==> src/rtl/player_mover.sv <==
// Steps the player one pixel per accepted button request and cycles its colour; registered outputs,
// and requests arriving while busy (SETTLE) are ignored except colour rises, which are latched for IDLE.
module player_mover #(
  parameter int N_OBJ      = 8,
  parameter int PWIDTH     = 12,
  parameter int PHEIGHT    = 12,
  parameter int H_RES      = 640,
  parameter int V_RES      = 480,
  parameter int H_START    = 314,
  parameter int V_START    = 234,
  parameter int NUM_COLORS = 4,
  parameter int SETTLE_CYC = 1
) (
  input  logic             btnClk,
  input  logic             rst,
  input  logic [3:0]       btns,
  input  logic             color_btn,
  input  logic [N_OBJ-1:0] up_block,
  input  logic [N_OBJ-1:0] down_block,
  input  logic [N_OBJ-1:0] left_block,
  input  logic [N_OBJ-1:0] right_block,
  output logic [9:0]       player_hPos,
  output logic [9:0]       player_vPos,
  output logic [3:0]       player_color,
  output logic             busy,
  output logic             bump,
  output logic [15:0]      step_count
);

  localparam int CW = (SETTLE_CYC > 1) ? $clog2(SETTLE_CYC) : 1;

  typedef enum logic {IDLE, SETTLE} state_t;

  state_t          state, stateNxt;
  logic [9:0]      hNxt, vNxt;
  logic [3:0]      colorNxt;
  logic [15:0]     stepNxt;
  logic [CW-1:0]   cnt, cntNxt;
  logic            colorPending, pendNxt, colorBtnQ, bumpNxt;
  logic            rise, blkU, blkD, blkL, blkR;
  logic            reqU, reqD, reqL, reqR, reqAny, canMove;

  assign rise = color_btn & ~colorBtnQ;
  assign blkU = |up_block;
  assign blkD = |down_block;
  assign blkL = |left_block;
  assign blkR = |right_block;

  assign reqU   = (btns == 4'b1000);
  assign reqD   = (btns == 4'b0100);
  assign reqR   = (btns == 4'b0010);
  assign reqL   = (btns == 4'b0001);
  assign reqAny = reqU | reqD | reqR | reqL;

  // Limits are compared one bit wider so the right/bottom sums cannot wrap.
  always_comb begin
    canMove = 1'b0;
    if (reqU) canMove = ~blkU && (player_vPos != 10'd0);
    if (reqD) canMove = ~blkD && (({1'b0, player_vPos} + 11'(PHEIGHT)) < 11'(V_RES));
    if (reqL) canMove = ~blkL && (player_hPos != 10'd0);
    if (reqR) canMove = ~blkR && (({1'b0, player_hPos} + 11'(PWIDTH)) < 11'(H_RES));
  end

  always_comb begin
    stateNxt = state;
    hNxt     = player_hPos;
    vNxt     = player_vPos;
    colorNxt = player_color;
    stepNxt  = step_count;
    cntNxt   = cnt;
    pendNxt  = colorPending | rise;
    bumpNxt  = 1'b0;
    case (state)
      IDLE: begin
        if (colorPending | rise) begin
          colorNxt = (player_color == 4'(NUM_COLORS - 1)) ? 4'd0 : player_color + 4'd1;
          pendNxt  = 1'b0;
          cntNxt   = CW'(SETTLE_CYC - 1);
          stateNxt = SETTLE;
        end else if (reqAny) begin
          if (canMove) begin
            if (reqU) vNxt = player_vPos - 10'd1;
            if (reqD) vNxt = player_vPos + 10'd1;
            if (reqL) hNxt = player_hPos - 10'd1;
            if (reqR) hNxt = player_hPos + 10'd1;
            stepNxt  = (step_count == 16'hFFFF) ? step_count : step_count + 16'd1;
            cntNxt   = CW'(SETTLE_CYC - 1);
            stateNxt = SETTLE;
          end else begin
            bumpNxt = 1'b1;
          end
        end
      end
      SETTLE: begin
        if (cnt == '0) stateNxt = IDLE;
        else           cntNxt   = cnt - CW'(1);
      end
      default: stateNxt = IDLE;
    endcase
  end

  always_ff @(posedge btnClk or posedge rst) begin
    if (rst) begin
      state        <= IDLE;
      player_hPos  <= 10'(H_START);
      player_vPos  <= 10'(V_START);
      player_color <= 4'd0;
      step_count   <= 16'd0;
      cnt          <= '0;
      colorPending <= 1'b0;
      colorBtnQ    <= 1'b0;
      bump         <= 1'b0;
    end else begin
      state        <= stateNxt;
      player_hPos  <= hNxt;
      player_vPos  <= vNxt;
      player_color <= colorNxt;
      step_count   <= stepNxt;
      cnt          <= cntNxt;
      colorPending <= pendNxt;
      colorBtnQ    <= color_btn;
      bump         <= bumpNxt;
    end
  end

  assign busy = (state == SETTLE);

endmodule

==> config.mk <==
export PLATFORM = sky130hd
export DESIGN_NAME = player_mover
export DESIGN_NICKNAME = d
export VERILOG_FILES = /design/src/rtl/player_mover.sv
export SDC_FILE = /design/constraint.sdc
export NUM_CORES = 1
export LEC_CHECK = 0
export BUFFER_PORTS_ARGS = -buffer_cell sky130_fd_sc_hd__buf_2
export CAP_MARGIN = 20
export CORE_MARGIN = 2
export CORE_UTILIZATION = 55
export CTS_CLUSTER_DIAMETER = 80
export DETAILED_ROUTE_END_ITERATION = 10
export PLACE_DENSITY = 0.86
export SKIP_LAST_GASP = 1
export SLEW_MARGIN = 15
export SYNTH_ARGS = -nofsm -noshare
export SYNTH_HDL_FRONTEND = slang
export SYNTH_SLANG_ARGS = --single-unit
==> constraint.sdc <==
create_clock -name btnClk -period 3.8 [get_ports btnClk]
set_clock_uncertainty 0.15 [all_clocks]
set_input_delay 0.57 -clock btnClk [delete_from_list [all_inputs] [get_ports btnClk]]
set_output_delay 0.57 -clock btnClk [all_outputs]
set_load 0.01 [all_outputs]
* Word level (Yosys, flattened, before mapping)
Cells that the tools add are included.
Operators by class: multipliers 0, div/mod/pow operators 0, magnitude comparators 2, bitwise gates (word level) 13, multiplexer cells 24, equal/unequal tests 8, reduce and logical (&&, ||, !) cells 17, shifts and indexed selects 0, add/sub/neg operators 9
Operators by type and width (number):
- $mux W10 | 4
- $reduce_or A8 Y1 | 4
- $add A10 B4 Y11 const B | 2
- $add A10 B1 Y10 const B | 2
- $reduce_bool A10 Y1 | 2
- $sub A10 B1 Y10 const B | 2
- $mux W1 | 17
- $add A16 B1 Y16 const B | 1
- $eq A16 B16 Y1 const B | 1
- $reduce_and A5 Y1 | 3
- $lt A11 B10 Y1 const B | 1
- $lt A11 B9 Y1 const B | 1
- $eq A4 B2 Y1 const B | 2
- $not A1 Y1 | 8
- $ne A3 B3 Y1 const B | 2
- $add A4 B1 Y4 const B | 1
- $eq A4 B1 Y1 const B | 1
- $eq A4 B3 Y1 const B | 1
- $eq A4 B4 Y1 const B | 1
- $logic_and A1 B1 Y1 | 4
- $mux W4 | 1
- $or A1 B1 Y1 | 4
- $pmux W1 S2 | 2
- $reduce_and A2 Y1 | 2
- 3 further kinds | 4
Storage, ports and cells: bits in latches 0, ROM bits 0, output and inout bits 42, bits in writable memories 0, logic and storage cells 82, register bits after elaboration 45, memories kept 0, bits of input ports 39

* Longest topological paths before layout
word-level depth 11, depth in mapped cells 9, depth with buffers taken out 8

* Worst setup path after synthesis
No wires, ideal clock.
path kind input port to flip-flop, start in btns[0], end reg player_hPos[8], path slack 0.661 ns, required time 3.568 ns, arrival 2.907 ns, library setup time 0.082 ns, cell stages on the path 9, buffers on the path 1, cell sequence or4b_1 clkbuf_1 fa_1 a21o_1 a21oi_1 o21ai_0 o41ai_1 xnor2_1 mux2_2
Between the ends: word-level cells in the longest chain between the ends 6, elaborated cells between the ends (all ways) 14, classes of those cells eq/ne (4); mux (5); bitwise (3); reduce/logical (2)
Ends and longest elaborated chain:
- from (decl) | line 16 | input logic [3:0] btns,
- $eq A4 B4 Y1 | line 49 | assign reqU = (btns == 4'b1000);
- $mux W1 | line 58 | if (reqU) canMove = ~blkU && (player_vPos != 10'd0);
- $mux W1 | line 59 | if (reqD) canMove = ~blkD && (({1'b0, player_vPos} + 11'(PHEIGHT)) < 11'(V_RES));
- $mux W1 | line 60 | if (reqL) canMove = ~blkL && (player_hPos != 10'd0);
- $mux W1 | line 61 | if (reqR) canMove = ~blkR && (({1'b0, player_hPos} + 11'(PWIDTH)) < 11'(H_RES));
- $reduce_and A5 Y1 (no line)
- to (signal assigned) | line 105 | player_hPos <= 10'(H_START);
- to (signal assigned) | line 115 | player_hPos <= hNxt;
- to (decl) | line 22 | output logic [9:0] player_hPos,
Parallel ways exist; a longest one is shown, timed or not. A chain may end at the register's enable or synchronous reset.

* Final worst setup path
Ends and elaborated chain as after synthesis.

==> reports/results.tsv <==
stage	metric	value	unit
grt	grtUsageTotal	23.9	%
worst_setup_path	crit_chain	buf_2 -> or4b_1 -> fa_1 -> a21o_1 -> a21oi_1 -> o21ai_0 -> o41ai_1 -> xnor2_1 -> mux2_2	
logic_synthesis	netlist_area	2890	sq um
worst_setup_path	r2r-end	player_hPos[2]	
detailed_routing	initialDrtViolationCount	165	
layout	syn2layout_area_growth	20.3	%
status	run_status	finished, final reports clean	
clock_network	clk_latency	0.30	ns
floorplan	core	5070	sq um
worst_setup_path	cpPeakStageDelay	0.81	ns
worst_setup_path	r2r_cells	6	
logic_synthesis	yosysSeqAreaShare	38.6	%
grt	grt.overflow.total	0	
clock_network	htreeDepth	2	
layout	final_core_util	68.4	%
worst_setup_path	r2r_slack	1.06	ns
timing	fin_crit	3.19	ns
timing	hold_violations	0	
grt	grt_pass1_vias	2585	
logic_synthesis	ys.flop_type	dfrtp_1	
detailed_routing	drt_wl_total	6840	um
logic_synthesis	synth_top_area_share	29.5	%
logic_synthesis	yosysMostFrequentCell	dfrtp_1	
floorplan	initial_utilization	56.9	%
logic_synthesis	syn_nets	348	
floorplan	die_h	76.4	um
worst_setup_path	cp.depth	9	
timing	fin_crit_sh	84.0	%
logic_synthesis	synth-xor-area-share	9.71	%
place	place_area	3360	sq um
worst_setup_path	crit_start	btns[0]	
worst_setup_path	crit_path_end	player_hPos[8]	
logic_synthesis	synth_top_area_cell	dfrtp_1	
place	gp_congestion	0.924	
grt	grt_max_degree	26	
job	cap_violations	0	
logic_synthesis	synth_adder_area_share	9.19	%
worst_hold_path	worst_hold_path_type	input pin to async pin	
logic_synthesis	synth.area.top_cells	dfrtp_1, dfstp_2, ha_1	
place	place_ws	0.324	ns
detailed_routing	post-route-drc-count	0	
power	peakVddDrop	279	uV
floorplan	die_width	76.4	um
worst_setup_path	crit_family	compound AO/OA/AOI/OAI gates	
floorplan	die_area	5840	sq um
clock_network	clock_sinks	44	
timing	drv_slew	0	
logic_synthesis	synth_top_family_by_area	simple AND/OR/NAND/NOR gates	
clock_network	cts_buffers	5	
logic_synthesis	async_flop_share	100	%
timing	max_freq	0.313	GHz
logic_synthesis	ys_ff_latch	44	
detailed_routing	wire_per_inst	15.3	um
grt	antenna_found_initial	1	
detailed_routing	firstDrtPassIters	4	
worst_setup_path	slowest_stage	or4b_1	
logic_synthesis	netlist_instances	289	
detailed_routing	ant_nets	0	
place	port_buffers	80	
logic_synthesis	avgSynthCellArea	9.98	sq um
layout	drive_above_1_share	34.1	%
clock_network	post_cts_buffers	0	
floorplan	ios	81	
logic_synthesis	muxShareOfSynthArea	8.89	%
layout	finalInstanceArea	3470	sq um
logic_synthesis	synthSimpleGateAreaFrac	21.4	%
clock_network	cts_tree	built	
layout	finalNetCount	434	
grt	grt_pass1_wl	11500	um
clock_network	clkTransAtPathRegs	0.09	ns
timing	relSlewSlack	37.7	%
logic_synthesis	synth_cell_types	47	
worst_setup_path	startpoint_type	input pin	
logic_synthesis	synth.top_cells.by_count	dfrtp_1, nor2_1, xor2_1	
timing	fin_tns_setup	0	ns
worst_setup_path	r2r-start	player_hPos[5]	
power	leakage	1.74	nW
timing	setup_ws	0.608	ns
clock_network	cts-resized-gates	0	
power	power_density	485	nW/um^2
clock_network	clk_path_buf_depth	2	
worst_setup_path	required	3.88	ns
logic_synthesis	synth_warnings	0	
detailed_routing	vias	2558	
power	p_total	1.68	mW
floorplan	rows	26	
timing	setup_viol	0	
logic_synthesis	synth_compound_area_share	10.6	%
place	post-dp-hpwl	5160	um
worst_setup_path	setup.worst_path.end_class	flip-flop	
timing	worst_pin_slew	0.935	ns
logic_synthesis	synth_edf_count	0	
layout	fillers	412	
timing	rsz0062_at_grt	no	
detailed_routing	vias_per_cell	5.74	
clock_network	hold_buffers	0	
worst_setup_path	cp_max_fo	15	
worst_setup_path	worstPathArrival	3.27	ns
worst_setup_path	path_buf_inv	1	
worst_setup_path	critical_path_class	input pin to flip-flop	
clock_network	root_buffer	clkbuf_8	
[metrics by stage]
step | hold WS [ns] | cells
global route | 0.128 | 446
CTS | 0.237 | 444
global placement | 0.338 | 437
detailed placement | 0.334 | 437
finish | 0.104 | 446
floorplan | 0.351 | 289
[worst register-to-register path: cells and delay by family, from the launching register on]
kind	cells	cell delay, ns
compound gates	2	1.07
flops	1	0.58
mux	1	0.35
simple gates	3	0.47
[cell usage in the layout (no fill, tap or decap), types with 2 or more instances in the layout]
master,synthesis,layout
a21boi_0,2,2
a21o_1,2,2
a21oi_1,18,18
a2bb2oi_1,2,2
a31oi_1,3,3
and3_1,5,5
and4_1,2,2
buf_2,1,80
buf_4,0,4
clkbuf_8,0,5
dfrtp_1,34,34
dfstp_2,10,10
fa_1,2,2
ha_1,18,18
inv_1,2,2
mux2_2,20,20
mux2i_1,2,2
nand2_1,18,18
nand2b_1,8,8
nand3_1,14,14
nand4_1,6,6
nor2_1,22,22
nor2b_1,2,2
nor3_1,16,16
nor3b_1,2,2
nor4_1,12,12
o211ai_1,3,3
o21ai_0,7,7
o41ai_1,2,2
or2_2,2,2
or4b_1,2,2
xnor2_1,11,11
xor2_1,21,21
[registers in the layout (all words and copies together) (netlist names)]
name,cells
player_color,4
step_count,16
player_vPos,10
bump,1
colorBtnQ,1
player_hPos,10
busy,1
colorPending,1
[worst min path at each step]
stage | startpoint | slack (ns) | end
floorplan | colorPending | 0.35 | colorPending
finish | rst | 0.10 | player_vPos[2]
global placement | step_count[9] | 0.34 | step_count[9]
CTS | color_btn | 0.24 | colorBtnQ
global route | rst | 0.13 | player_vPos[2]
detailed placement | step_count[7] | 0.33 | step_count[7]
[area by class of cell]
class | instances | area [sq um] | area share [%]
multi-input cells | 237 | 1730 | 49.7
flip-flops and latches | 44 | 1110 | 32.1
repair buffers | 85 | 458 | 13.2
well taps | 70 | 87.6 | 2.52
clock buffers | 6 | 72.6 | 2.09
inverters | 2 | 7.51 | 0.216
clock inverters | 1 | 5.00 | 0.144
diodes | 1 | 2.50 | 0.0721
[power breakdown]
group / switching, mW / internal [mW]
clock network: 0.162 / 0.125
registers: 0.0984 / 0.557
logic: 0.379 / 0.364
total: 0.639 / 1.05
[cells by family (layout without fill, tap and decap cells)]
| logic type | after synthesis | after routing |
|---|---|---|
| buf+inv | 8 | 94 |
| other cells | 0 | 1 |
| mux | 23 | 23 |
| fa+ha+maj | 20 | 20 |
| compound gates | 46 | 46 |
| xor+xnor | 32 | 32 |
| flops | 44 | 44 |
| simple gates | 116 | 116 |
[routing by layer]
| layer | track usage, % | vias up | routed length (um) |
|---|---|---|---|
| met3 | 5.81 | 8 | 388 |
| met5 | 0 | - | 0 |
| met4 | 8.36 | 0 | 89 |
| met1 | 28.2 | 1225 | 2820 |
| met2 | 42.4 | 84 | 3540 |
| li1 | - | 1241 | - |
(Power assumes the default switching activity.)
